### src/rtl/uart_frame_rx.sv
// UART control-link frame parser: 28 2A <extra> {'A' AH AL 'D' DH DL}* 2A 29 -> addr/data words.
// Latency: a record appears on m_addr/m_data/m_valid one clock after its DATA_L strobe.
// Backpressure: input has none; a record completed while m_valid is pending and m_ready is low is dropped (m_overflow).
//
// Ports:
//   sys_clk, sys_rst (async, active-high)
//   s_rx_data/s_rx_valid    byte stream from uart_rx (single-cycle strobe)
//   m_addr/m_data/m_valid/m_ready   record output with valid/ready handshake
//   m_extra     flag byte of the current/last frame
//   m_start, m_end, m_err, m_overflow   one-cycle event pulses
//   m_rec_cnt   records counted in the current frame (frozen at frame end)
// Optional feature: define UART_RX_TIMEOUT_EN to enable the inter-byte timeout (TIMEOUT_CYC).

module uart_frame_rx #(
    parameter int MAX_REC     = 255,
    parameter int TIMEOUT_CYC = 100000
) (
    input  logic        sys_clk,
    input  logic        sys_rst,
    input  logic [7:0]  s_rx_data,
    input  logic        s_rx_valid,
    output logic [15:0] m_addr,
    output logic [15:0] m_data,
    output logic        m_valid,
    input  logic        m_ready,
    output logic [7:0]  m_extra,
    output logic        m_start,
    output logic        m_end,
    output logic        m_err,
    output logic        m_overflow,
    output logic [7:0]  m_rec_cnt
);

    localparam logic [3:0] ST_H1  = 4'd0;
    localparam logic [3:0] ST_H2  = 4'd1;
    localparam logic [3:0] ST_EXT = 4'd2;
    localparam logic [3:0] ST_TAG = 4'd3;
    localparam logic [3:0] ST_AH  = 4'd4;
    localparam logic [3:0] ST_AL  = 4'd5;
    localparam logic [3:0] ST_DT  = 4'd6;
    localparam logic [3:0] ST_DH  = 4'd7;
    localparam logic [3:0] ST_DL  = 4'd8;
    localparam logic [3:0] ST_F2  = 4'd9;

    localparam logic [7:0] BYTE_OPEN  = 8'h28;
    localparam logic [7:0] BYTE_STAR  = 8'h2A;
    localparam logic [7:0] BYTE_CLOSE = 8'h29;
    localparam logic [7:0] BYTE_A     = 8'h41;
    localparam logic [7:0] BYTE_D     = 8'h44;
    localparam logic [7:0] MAX_REC_B  = 8'(MAX_REC);

    logic [3:0] state;
    logic [7:0] addr_h;
    logic [7:0] addr_l;
    logic [7:0] data_h;

    // On a framing error a stray 0x28 is treated as the start of a new header.
    function automatic logic [3:0] err_next(input logic [7:0] b);
        return (b == BYTE_OPEN) ? ST_H2 : ST_H1;
    endfunction

`ifdef UART_RX_TIMEOUT_EN
    localparam int TW = $clog2(TIMEOUT_CYC + 1);
    logic [TW-1:0] to_cnt;
`endif

    always_ff @(posedge sys_clk or posedge sys_rst) begin
        if (sys_rst) begin
            state      <= ST_H1;
            addr_h     <= '0;
            addr_l     <= '0;
            data_h     <= '0;
            m_addr     <= '0;
            m_data     <= '0;
            m_valid    <= 1'b0;
            m_extra    <= '0;
            m_start    <= 1'b0;
            m_end      <= 1'b0;
            m_err      <= 1'b0;
            m_overflow <= 1'b0;
            m_rec_cnt  <= '0;
`ifdef UART_RX_TIMEOUT_EN
            to_cnt     <= '0;
`endif
        end else begin
            m_start    <= 1'b0;
            m_end      <= 1'b0;
            m_err      <= 1'b0;
            m_overflow <= 1'b0;

            if (m_valid && m_ready)
                m_valid <= 1'b0;

            if (s_rx_valid) begin
`ifdef UART_RX_TIMEOUT_EN
                to_cnt <= '0;
`endif
                case (state)
                    ST_H1: if (s_rx_data == BYTE_OPEN) state <= ST_H2;
                    ST_H2: begin
                        if (s_rx_data == BYTE_STAR) state <= ST_EXT;
                        else if (s_rx_data == BYTE_OPEN) state <= ST_H2;
                        else begin
                            m_err <= 1'b1;
                            state <= ST_H1;
                        end
                    end
                    ST_EXT: begin
                        m_extra   <= s_rx_data;
                        m_start   <= 1'b1;
                        m_rec_cnt <= '0;
                        state     <= ST_TAG;
                    end
                    ST_TAG: begin
                        if (s_rx_data == BYTE_A) state <= ST_AH;
                        else if (s_rx_data == BYTE_STAR) state <= ST_F2;
                        else begin
                            m_err <= 1'b1;
                            state <= err_next(s_rx_data);
                        end
                    end
                    ST_AH: begin
                        addr_h <= s_rx_data;
                        state  <= ST_AL;
                    end
                    ST_AL: begin
                        addr_l <= s_rx_data;
                        state  <= ST_DT;
                    end
                    ST_DT: begin
                        if (s_rx_data == BYTE_D) state <= ST_DH;
                        else begin
                            m_err <= 1'b1;
                            state <= err_next(s_rx_data);
                        end
                    end
                    ST_DH: begin
                        data_h <= s_rx_data;
                        state  <= ST_DL;
                    end
                    ST_DL: begin
                        // DATA_L is payload, so a record-limit error never resyncs on its value.
                        if (m_rec_cnt == MAX_REC_B) begin
                            m_err <= 1'b1;
                            state <= ST_H1;
                        end else begin
                            m_rec_cnt <= m_rec_cnt + 8'd1;
                            state     <= ST_TAG;
                            // The output slot is free if empty or being accepted this cycle.
                            if (!m_valid || m_ready) begin
                                m_addr  <= {addr_h, addr_l};
                                m_data  <= {data_h, s_rx_data};
                                m_valid <= 1'b1;
                            end else begin
                                m_overflow <= 1'b1;
                            end
                        end
                    end
                    ST_F2: begin
                        if (s_rx_data == BYTE_CLOSE) begin
                            m_end <= 1'b1;
                            state <= ST_H1;
                        end else begin
                            m_err <= 1'b1;
                            state <= err_next(s_rx_data);
                        end
                    end
                    default: state <= ST_H1;
                endcase
            end
`ifdef UART_RX_TIMEOUT_EN
            else if (state != ST_H1) begin
                // Timeout only fires on idle cycles, so it never collides with m_end.
                if (to_cnt == TW'(TIMEOUT_CYC - 1)) begin
                    m_err  <= 1'b1;
                    state  <= ST_H1;
                    to_cnt <= '0;
                end else begin
                    to_cnt <= to_cnt + 1'b1;
                end
            end
`endif
        end
    end

endmodule

### config.mk
export PLATFORM = sky130hd
export DESIGN_NAME = uart_frame_rx
export DESIGN_NICKNAME = d
export VERILOG_FILES = /design/src/rtl/uart_frame_rx.sv
export SDC_FILE = /design/constraint.sdc
export NUM_CORES = 1
export LEC_CHECK = 0
export CORE_ASPECT_RATIO = 1.25
export CORE_UTILIZATION = 35
export DETAILED_ROUTE_END_ITERATION = 7
export DONT_BUFFER_PORTS = 1
export PLACE_DENSITY_LB_ADDON = 0.3
export SYNTH_ARGS = -nofsm -noshare
export SYNTH_HDL_FRONTEND = slang
export SYNTH_SLANG_ARGS = --single-unit
### constraint.sdc
create_clock -name sys_clk -period 2.9 [get_ports sys_clk]
set_clock_uncertainty 0.15 [all_clocks]
set_input_delay 0.435 -clock sys_clk [delete_from_list [all_inputs] [get_ports sys_clk]]
set_output_delay 0.435 -clock sys_clk [all_outputs]
set_load 0.1 [all_outputs]
==> results by group, run 1 <==
Clocking
  • Worst-path clk slew: 60 ps
  • CTS Buffer Depth: 2
  • Clock net sink count: 81
  • CTS tree: yes
  • H-Tree Depth: 3
  • Clock root buffer: clkbuf_16
  • Resized cells post-CTS: 0
  • TritonCTS buffer count: 9
  • Clk_lat worst skew: 340 ps

Critical path
  • Critical Path Fanout Max: 32
  • CP Capture Type: flop
  • Crit path buf inv count: 1
  • Critical Path Slowest Stage Cell: or4b_4
  • Slowest stage delay, CP: 600 ps
  • Top delay family on crit path: simple AND/OR/NAND/NOR gates
  • Startpoint Class: flop
  • Worst path required time: 2970 ps
  • CP Cell Sequence: or4b_4, o21ba_4, nand3_4, buf_4, mux2_4
  • Crit Path Category: flop to flop
  • WP data arrival: 2500 ps

Detailed routing
  • Iteration-0 DRC Markers: 109
  • Wirelength per Cell: 19.4 um
  • Post-route antenna net violation count: 0
  • Drt pass-1 iters: 4
  • Vias: 2295
  • Via/cell ratio: 5.32
  • Routed wire length: 8.37 mm
  • Residual DRC: 0

Floorplan
  • Die Width: 93.7 um
  • # rows: 41
  • Initial Utilization: 0.362
  • Num ports: 65
  • Die Area: 0.0109 mm2
  • Core ar.: 0.0102 mm2
  • Die height: 117 um

Global route
  • GRT overflow: 0
  • Antenna violations before repair: 0
  • Largest net degree at the start of global routing: 72
  • Tot GR Track Use: 0.166
  • Global-route wire length before repair: 13.3 mm
  • Vias in the first global route: 2385

Timing
  • Fin. Hold Viols: 0
  • Rel. slew slack: 0.365
  • Final setup viols: 0
  • Least-Margin Pin Slew: 952 ps
  • Crit path time final: 2440 ps
  • Final Cycle Share: 0.840
  • Fmax achieved: 410 MHz
  • TNS Setup: 0 ps
  • RSZ-0062 raised after global routing: false
  • Final Slew Violations: 0

Finish
  • N_diodes: 0
  • FF+latch area: 0.00203 mm2
  • Nets: 310
  • Filler cells: 976
  • Share of layout cells above drive strength 1: 0.318
  • Area delta synth->final: 13.3%
  • Multi-input logic area: 0.00151 mm2

Synth
  • Synthesized flop and latch total: 81
  • Gate Count Post-Synth: 286
  • Synth area leaders: dfrtp_1 (55%), mux2_4 (12%), mux2_2 (8.0%)
  • Post-synth EDFFs: 0
  • Mapped Nets: 299
  • Synthesized area: 0.00368 mm2
  • Synth cell types: 52
  • Area leader, netlist: dfrtp_1
  • Sequential share of the synthesized area: 0.551
  • Most used DFF post-synth: dfrtp_1
  • Share of the synthesized area in the top cell type: 0.551
  • Synth async-reset ratio: 1.00
  • Synthesis Warnings: 0
  • Commonest cells post-synth: dfrtp_1 (81), nand2_1 (34), mux2_4 (30)
  • Most frequent cell after synthesis: dfrtp_1
  • Mean Syn Cell Area: 12.9 um2

Hold path
  • Worst Hold Class: input port to flop

Place
  • Port Buffers: 0
  • HPWL Detailed: 5.54 mm
  • Placer Congestion: 0.827

Status
  • Status: finished clean

Flow run
  • Max Cap Viol: 0
[logic make-up (layout without fill, tap and decap cells)]
kind of cell,Yosys count,in the layout,synth area share
AND/OR/NAND/NOR,88,88,0.135
flip-flops,81,81,0.551
multiplexers,59,59,0.210
AO/OA/AOI/OAI,31,31,0.0592
buffers and inverters,25,41,0.0391
adder cells (fa/ha/maj),1,1,0.00340
XOR/XNOR,1,1,0.00238
[final timing paths]
| kind | start | to | slack, ps | depth (start not counted) |
|---|---|---|---|---|
| setup / recovery | state[1]$_DFFE_PP0P_ | m_data[14]$_DFFE_PP0P_ | 460 | 5 |
| max in group asynchronous | sys_rst | m_rec_cnt[2]$_DFFE_PP0P_ | 1620 | 3 |
| setup reg to reg | state[1]$_DFFE_PP0P_ | m_data[14]$_DFFE_PP0P_ | 460 | 5 |
| hold / removal | s_rx_data[7] | m_extra[7]$_DFFE_PP0P_ | 60 | 2 |
| hold reg to reg | addr_h[3]$_DFFE_PP0P_ | m_addr[11]$_DFFE_PP0P_ | 350 | 1 |
| min in group asynchronous | sys_rst | m_extra[4]$_DFFE_PP0P_ | 330 | 2 |
[area by class of cell]
| type | count | share of cell area |
|---|---|---|
| inverters | 8 | 0.00750 |
| flip-flops and latches | 81 | 0.486 |
| well taps | 129 | 0.0387 |
| repair buffers | 17 | 0.0342 |
| multi-input cells | 180 | 0.362 |
| clock buffers | 11 | 0.0582 |
| clock inverters | 5 | 0.0132 |
[what timing repair did]
item / in CTS / in global routing
hold endpoints to repair: 10 / 0
hold buffers: 1 / 0
setup buffers: 0 / 0
[routing by layer]
layer | track usage | share of wire | up-vias
met5 | 0 | 0 | -
met4 | 0.0923 | 0.023 | 0
met3 | 0.0534 | 0.070 | 15
met2 | 0.263 | 0.49 | 53
met1 | 0.199 | 0.42 | 1181
li1 | - | - | 1046
[sequential cells by signal, indices dropped and copies added (netlist names), 4 cells and up]
register   cells
data_h         8
m_extra        8
addr_l         8
addr_h         8
m_addr        16
m_data        16
state          4
m_rec_cnt      8
[placed cells by master (no fill, tap or decap), types with 4 or more instances in the layout]
| cell | Yosys | layout |
|---|---|---|
| mux2_2 | 26 | 26 |
| nand2b_1 | 6 | 6 |
| nor2_1 | 7 | 7 |
| o21ai_0 | 7 | 7 |
| dfrtp_1 | 81 | 81 |
| nand3_1 | 6 | 6 |
| inv_1 | 7 | 6 |
| a21oi_1 | 5 | 5 |
| nand2_1 | 34 | 34 |
| clkbuf_16 | 0 | 9 |
| or4_1 | 4 | 4 |
| mux2_4 | 30 | 30 |
| nor3_1 | 5 | 5 |
| o31ai_1 | 4 | 4 |
| buf_4 | 2 | 15 |
| nor4_1 | 4 | 4 |
[stage by stage]
stage	area [um2]	util	hold WS, ps	worst slack (ps)	cells
floorplan	3680	-	327	235	286
global placement	3860	0.380	83.9	522	414
detailed placement	3860	0.380	92.4	480	414
CTS	4170	0.410	48.4	469	431
global route	4170	0.410	48.8	408	431
finish	4170	0.410	61.6	464	431
Power of run 1 is left out: the tool's default activity adds up to more than one toggle a clock period on the data nets, which glitch-free logic cannot reach.
==> run 2, diff against run 1 <==
==> constraint.sdc (replaced) <==
create_clock -name sys_clk -period 2.4 [get_ports sys_clk]
set_clock_uncertainty 0.15 [all_clocks]
set_input_delay 0.36 -clock sys_clk [delete_from_list [all_inputs] [get_ports sys_clk]]
set_output_delay 0.36 -clock sys_clk [all_outputs]
set_load 0.1 [all_outputs]
==> run 2 against run 1 <==
  * Utilization up 2.3 points
  * Die area unchanged
  * Highest routed layer unchanged
  * Wire length down 0.53%
==> results by group, run 2 (synthesis gave the netlist of run 1 again) <==
Clocking
  • Resized cells post-CTS: 0 (unchanged)
  • CTS tree: yes
  • CTS Buffer Depth: 2 (unchanged)
  • Clock root buffer: clkbuf_16
  • Clk_lat worst skew: 330 ps (about the same)
  • H-Tree Depth: 3 (unchanged)
  • Clock net sink count: 81 (unchanged)
  • TritonCTS buffer count: 9 (unchanged)
  • Worst-path clk slew: 60 ps (about the same)

Finish
  • Area delta synth->final: 19.6%
  • Regs by FF count: m_addr x16, m_data x16
  • Final Instance Area: 0.00440 mm2 (+5.6%)
  • N_diodes: 0 (unchanged)
  • Highest-count cells in the layout ignoring fill and taps: dfrtp_1 (77), nand2_1 (34), buf_4 (32)
  • Commonest non-fill, non-tap cell in the layout: dfrtp_1
  • Nets: 336 (+8.4%)
  • Share of layout cells above drive strength 1: 0.363 (+0.0449)

Floorplan
  • Die height: 117 um (unchanged)
  • Die Area: 0.0109 mm2 (unchanged)
  • Initial Utilization: 0.362 (unchanged)
  • # rows: 41 (unchanged)
  • Die Width: 93.7 um (unchanged)
  • Core ar.: 0.0102 mm2 (unchanged)
  • Num ports: 65 (unchanged)

Critical path
  • Reg2Reg Setup Slack: 300 ps (-160 ps)
  • Crit Path Category: flop to flop
  • CP Capture Type: flop
  • Critical Path Fanout Max: 32 (unchanged)
  • Worst path required time: 2470 ps (-500 ps)
  • Worst Reg-to-Reg Cells: 5 (unchanged)
  • WP data arrival: 2160 ps (-340 ps)
  • Worst R2R Start: state[3]$_DFFE_PP0P_
  • Capture point of the worst reg-to-reg path: m_addr[3]$_DFFE_PP0P_
  • Worst setup endpoint: m_addr[3]$_DFFE_PP0P_
  • Worst Setup SP: state[3]$_DFFE_PP0P_
  • Startpoint Class: flop

Global route
  • Largest net degree at the start of global routing: 42 (-42%)
  • GRT overflow: 0 (unchanged)
  • Global-route wire length before repair: 13.3 mm (+0.15%)
  • Vias in the first global route: 2431 (+1.9%)
  • Antenna violations before repair: 0 (unchanged)
  • Tot GR Track Use: 0.164 (-0.00146)

Timing
  • TNS Setup: 0 ps (unchanged)
  • Crit path time final: 2100 ps (-341 ps)
  • Final setup viols: 0 (unchanged)
  • RSZ-0062 raised after global routing: false
  • Final Slew Violations: 0 (unchanged)
  • Final Cycle Share: 0.873 (+0.0331)
  • Rel. slew slack: 0.368 (+0.00311)
  • Fmax achieved: 477 MHz (+16%)
  • Least-Margin Pin Slew: 947 ps (-4.67 ps)
  • Fin. Hold Viols: 0 (unchanged)

Detailed routing
  • Wirelength per Cell: 18.2 um (-6.2%)
  • Metal-1 WL: 3.46 mm (-1.9%)
  • Iteration-0 DRC Markers: 132 (+21%)
  • Drt pass-1 iters: 4 (unchanged)
  • DR top layer: met4
  • WL met3: 605 um (+3.2%)
  • Routed wire length: 8.33 mm (-0.53%)
  • Via/cell ratio: 5.20 (-2.3%)
  • Vias: 2378 (+3.6%)
  • Routed wl met2: 4.10 mm (+0.76%)
  • Post-route antenna net violation count: 0 (unchanged)
  • Residual DRC: 0 (unchanged)

Status
  • Status: finished clean

Place
  • Port Buffers: 0 (unchanged)
  • HPWL Detailed: 5.61 mm (+1.2%)
  • Placer Congestion: 0.840 (+1.6%)
  • Placed Area: 0.00402 mm2 (+4.0%)

Flow run
  • Max Cap Viol: 0 (unchanged)

Hold path
  • Worst Hold Class: input port to flop
## run 2: worst min path at each step
stage / from / to / depth (start not counted)
finish: s_rx_data[4] / m_data[4]$_DFFE_PP0P_ / 1
global route: s_rx_data[4] / m_data[4]$_DFFE_PP0P_ / 1
CTS: s_rx_data[4] / m_data[4]$_DFFE_PP0P_ / 1
detailed placement: sys_rst / m_rec_cnt[6]$_DFFE_PP0P_ / 1
global placement: sys_rst / m_rec_cnt[6]$_DFFE_PP0P_ / 1
floorplan: s_rx_data[3] / m_extra[3]$_DFFE_PP0P_ / 2
## run 2: per-stage QoR
stage               worst slack [ps]  hold slack [ps]  cells   util
global route                     231             9.86    457  0.433
finish                           304             25.5    457  0.433
global placement                 332              184    432  0.395
detailed placement               316              190    432  0.395
CTS                              302             7.28    457  0.433
floorplan                       10.3              315    286      -
## run 2: final cells by class
type | instances | area [um2]
Timing Repair Buffer | 43 | 370
Tap cell | 129 | 161
Inverter | 8 | 33.8
Multi-Input combinational cell | 180 | 1510
Sequential cell | 81 | 2030
Clock buffer | 9 | 225
Clock inverter | 7 | 70.1
Fill cell | 966 | 5760
## run 2: metal layers
| metal | global-route usage | up-vias |
|---|---|---|
| li1 | - | 1097 |
| met1 | 0.194 | 1205 |
| met2 | 0.268 | 65 |
| met3 | 0.0566 | 11 |
| met4 | 0.0779 | 0 |
| met5 | 0 | - |
## run 2: what timing repair did
| item | 4_1_cts | 5_1_grt |
|---|---|---|
| setup buffers | 0 | 0 |
| hold buffers | 9 | 0 |
| endpoints found under the hold margin | 32 | 0 |
## run 2: worst max-delay path: stages, from the launching register on
cell	delay (ps)
dfrtp_1	420
or4b_4	520
o21ba_4	260
nand3_4	90
buf_12	210
mux2_4	320
Power of run 2 is left out for the same reason.
==> run 3, diff against run 2 <==
--- a/config.mk
+++ b/config.mk
@@ -9,6 +9,7 @@
 export CORE_UTILIZATION = 35
 export DETAILED_ROUTE_END_ITERATION = 7
 export DONT_BUFFER_PORTS = 1
+export MAX_ROUTING_LAYER = met4
 export PLACE_DENSITY_LB_ADDON = 0.3
 export SYNTH_ARGS = -nofsm -noshare
 export SYNTH_HDL_FRONTEND = slang
==> run 3 against run 2 <==
  * First-iteration DRC count unchanged
  * Worst setup slack better by 7.7 ps
  * Final area unchanged
  * Wire length barely moved
  * Count of clock-buffer cells in the layout unchanged
  * Fmax rose by 0.37%
  * Register-to-register slack is essentially flat
  * Global-route usage grew 0.54 points
  * Worst hold slack lost 0.59 ps
  * Critical path depth is the same
  * Largest cell class unchanged
==> results by group, run 3 (synthesis gave the netlist of run 1 again) <==
Critical path
  • WP depth: 5 (unchanged)
  • Worst Reg-to-Reg Cells: 5 (unchanged)
  • CP Capture Type: flop
  • Worst path required time: 2470 ps (about the same)
  • Critical Path Slowest Stage Cell: or4b_4
  • CP Cell Sequence: or4b_4, o21ba_4, nand3_4, buf_12, mux2_4
  • Critical Path Fanout Max: 32 (unchanged)
  • Worst Setup SP: state[3]$_DFFE_PP0P_
  • Crit Path Category: flop to flop
  • WP data arrival: 2160 ps (about the same)
  • Capture point of the worst reg-to-reg path: m_addr[6]$_DFFE_PP0P_
  • Reg2Reg Setup Slack: 310 ps (about the same)
  • Worst R2R Start: state[3]$_DFFE_PP0P_
  • Worst setup endpoint: m_addr[6]$_DFFE_PP0P_
  • Slowest stage delay, CP: 520 ps (about the same)
  • Startpoint Class: flop
  • Top delay family on crit path: simple AND/OR/NAND/NOR gates
  • Crit path buf inv count: 1 (unchanged)

Clocking
  • Clk_lat worst skew: 330 ps (about the same)
  • CTS tree: yes
  • Clock net sink count: 81 (unchanged)
  • CTS Buffer Depth: 2 (unchanged)
  • TritonCTS buffer count: 9 (unchanged)
  • Resized cells post-CTS: 0 (unchanged)
  • Worst-path clk slew: 60 ps (about the same)
  • Clock root buffer: clkbuf_16
  • H-Tree Depth: 3 (unchanged)

Finish
  • Multi-input logic area: 0.00151 mm2 (unchanged)
  • FF+latch area: 0.00203 mm2 (unchanged)
  • Final core utilization: 0.433 (unchanged)
  • Area delta synth->final: 19.6% (unchanged)
  • Nets: 336 (unchanged)
  • Share of layout cells above drive strength 1: 0.363 (unchanged)
  • Highest-count cells in the layout ignoring fill and taps: dfrtp_1 (77), nand2_1 (34), buf_4 (32)
  • Regs by FF count: m_addr x16, m_data x16
  • Commonest non-fill, non-tap cell in the layout: dfrtp_1
  • Filler cells: 966 (unchanged)
  • N_diodes: 0 (unchanged)

Global route
  • GRT overflow: 0 (unchanged)
  • Vias in the first global route: 2427 (-0.16%)
  • Global-route wire length before repair: 13.3 mm (-0.10%)
  • Tot GR Track Use: 0.170 (+0.00538)
  • Largest net degree at the start of global routing: 42 (unchanged)
  • Antenna violations before repair: 0 (unchanged)

Detailed routing
  • Via/cell ratio: 5.21 (+0.13%)
  • Drt pass-1 iters: 4 (unchanged)
  • Vias: 2381 (+0.13%)
  • Routed wire length: 8.33 mm (about the same)
  • Iteration-0 DRC Markers: 132 (unchanged)
  • Residual DRC: 0 (unchanged)
  • Post-route antenna net violation count: 0 (unchanged)
  • Wirelength per Cell: 18.2 um (about the same)

Place
  • Port Buffers: 0 (unchanged)
  • Setup slack after placement: 316 ps (unchanged)
  • HPWL Detailed: 5.61 mm (unchanged)
  • Placer Congestion: 0.853 (+1.6%)

Hold path
  • Worst Hold Class: input port to flop

Floorplan
  • # rows: 41 (unchanged)
  • Initial Utilization: 0.362 (unchanged)
  • Die Area: 0.0109 mm2 (unchanged)
  • Die Width: 93.7 um (unchanged)
  • Core ar.: 0.0102 mm2 (unchanged)
  • Die height: 117 um (unchanged)
  • Num ports: 65 (unchanged)

Timing
  • Fmax achieved: 479 MHz (+0.37%)
  • Final Cycle Share: 0.870 (-0.00322)
  • Final setup viols: 0 (unchanged)
  • Crit path time final: 2090 ps (-7.74 ps)
  • Final Slew Violations: 0 (unchanged)
  • Rel. slew slack: 0.368 (about the same)
  • Hold_ws: 24.9 ps (-0.593 ps)
  • Least-Margin Pin Slew: 947 ps (-0.00900 ps)
  • RSZ-0062 raised after global routing: false
  • Fin. Hold Viols: 0 (unchanged)
  • Worst setup margin: 312 ps (+7.74 ps)
  • TNS Setup: 0 ps (unchanged)

Status
  • Status: finished clean

Flow run
  • Max Cap Viol: 0 (unchanged)
## run 3: stage by stage
stage	std cells	instance area [um2]
floorplan	286	3690
global placement	432	4020
detailed placement	432	4020
CTS	457	4400
global route	457	4400
finish	457	4400
## run 3: worst min-delay path by stage
| stage | start | end | slack, ps | cells after the start |
|---|---|---|---|---|
| 2_1_floorplan | s_rx_data[3] | m_extra[3]$_DFFE_PP0P_ | 320 | 2 |
| 3_3_place_gp | sys_rst | m_rec_cnt[6]$_DFFE_PP0P_ | 180 | 1 |
| 3_5_place_dp | sys_rst | m_rec_cnt[6]$_DFFE_PP0P_ | 190 | 1 |
| 4_1_cts | s_rx_data[4] | m_data[4]$_DFFE_PP0P_ | 7 | 1 |
| 5_1_grt | s_rx_data[4] | m_data[4]$_DFFE_PP0P_ | 10 | 1 |
| 6_report | s_rx_data[4] | m_data[4]$_DFFE_PP0P_ | 20 | 1 |
## run 3: area by class of cell
type | count | share of cell area
repair buffers | 43 | 0.0841
clock inverters | 7 | 0.0159
clock buffers | 9 | 0.0512
multi-input cells | 180 | 0.343
well taps | 129 | 0.0367
flip-flops and latches | 81 | 0.462
inverters | 8 | 0.00767
## run 3: routing by layer
| layer | vias to the layer above | part of all wire | global-route usage | routed length, um |
|---|---|---|---|---|
| met2 | 57 | 0.49 | 0.265 | 4060 |
| li1 | 1099 | - | - | - |
| met4 | 0 | 0.021 | 0.0779 | 178 |
| met1 | 1211 | 0.42 | 0.197 | 3490 |
| met5 | - | 0 | - | 0 |
| met3 | 14 | 0.073 | 0.0579 | 605 |
## run 3: repair_timing
action	CTS	global route
buffers inserted	0	0
hold buffers	9	0
hold endpoints to repair	32	0
Power of run 3 is left out for the same reason.
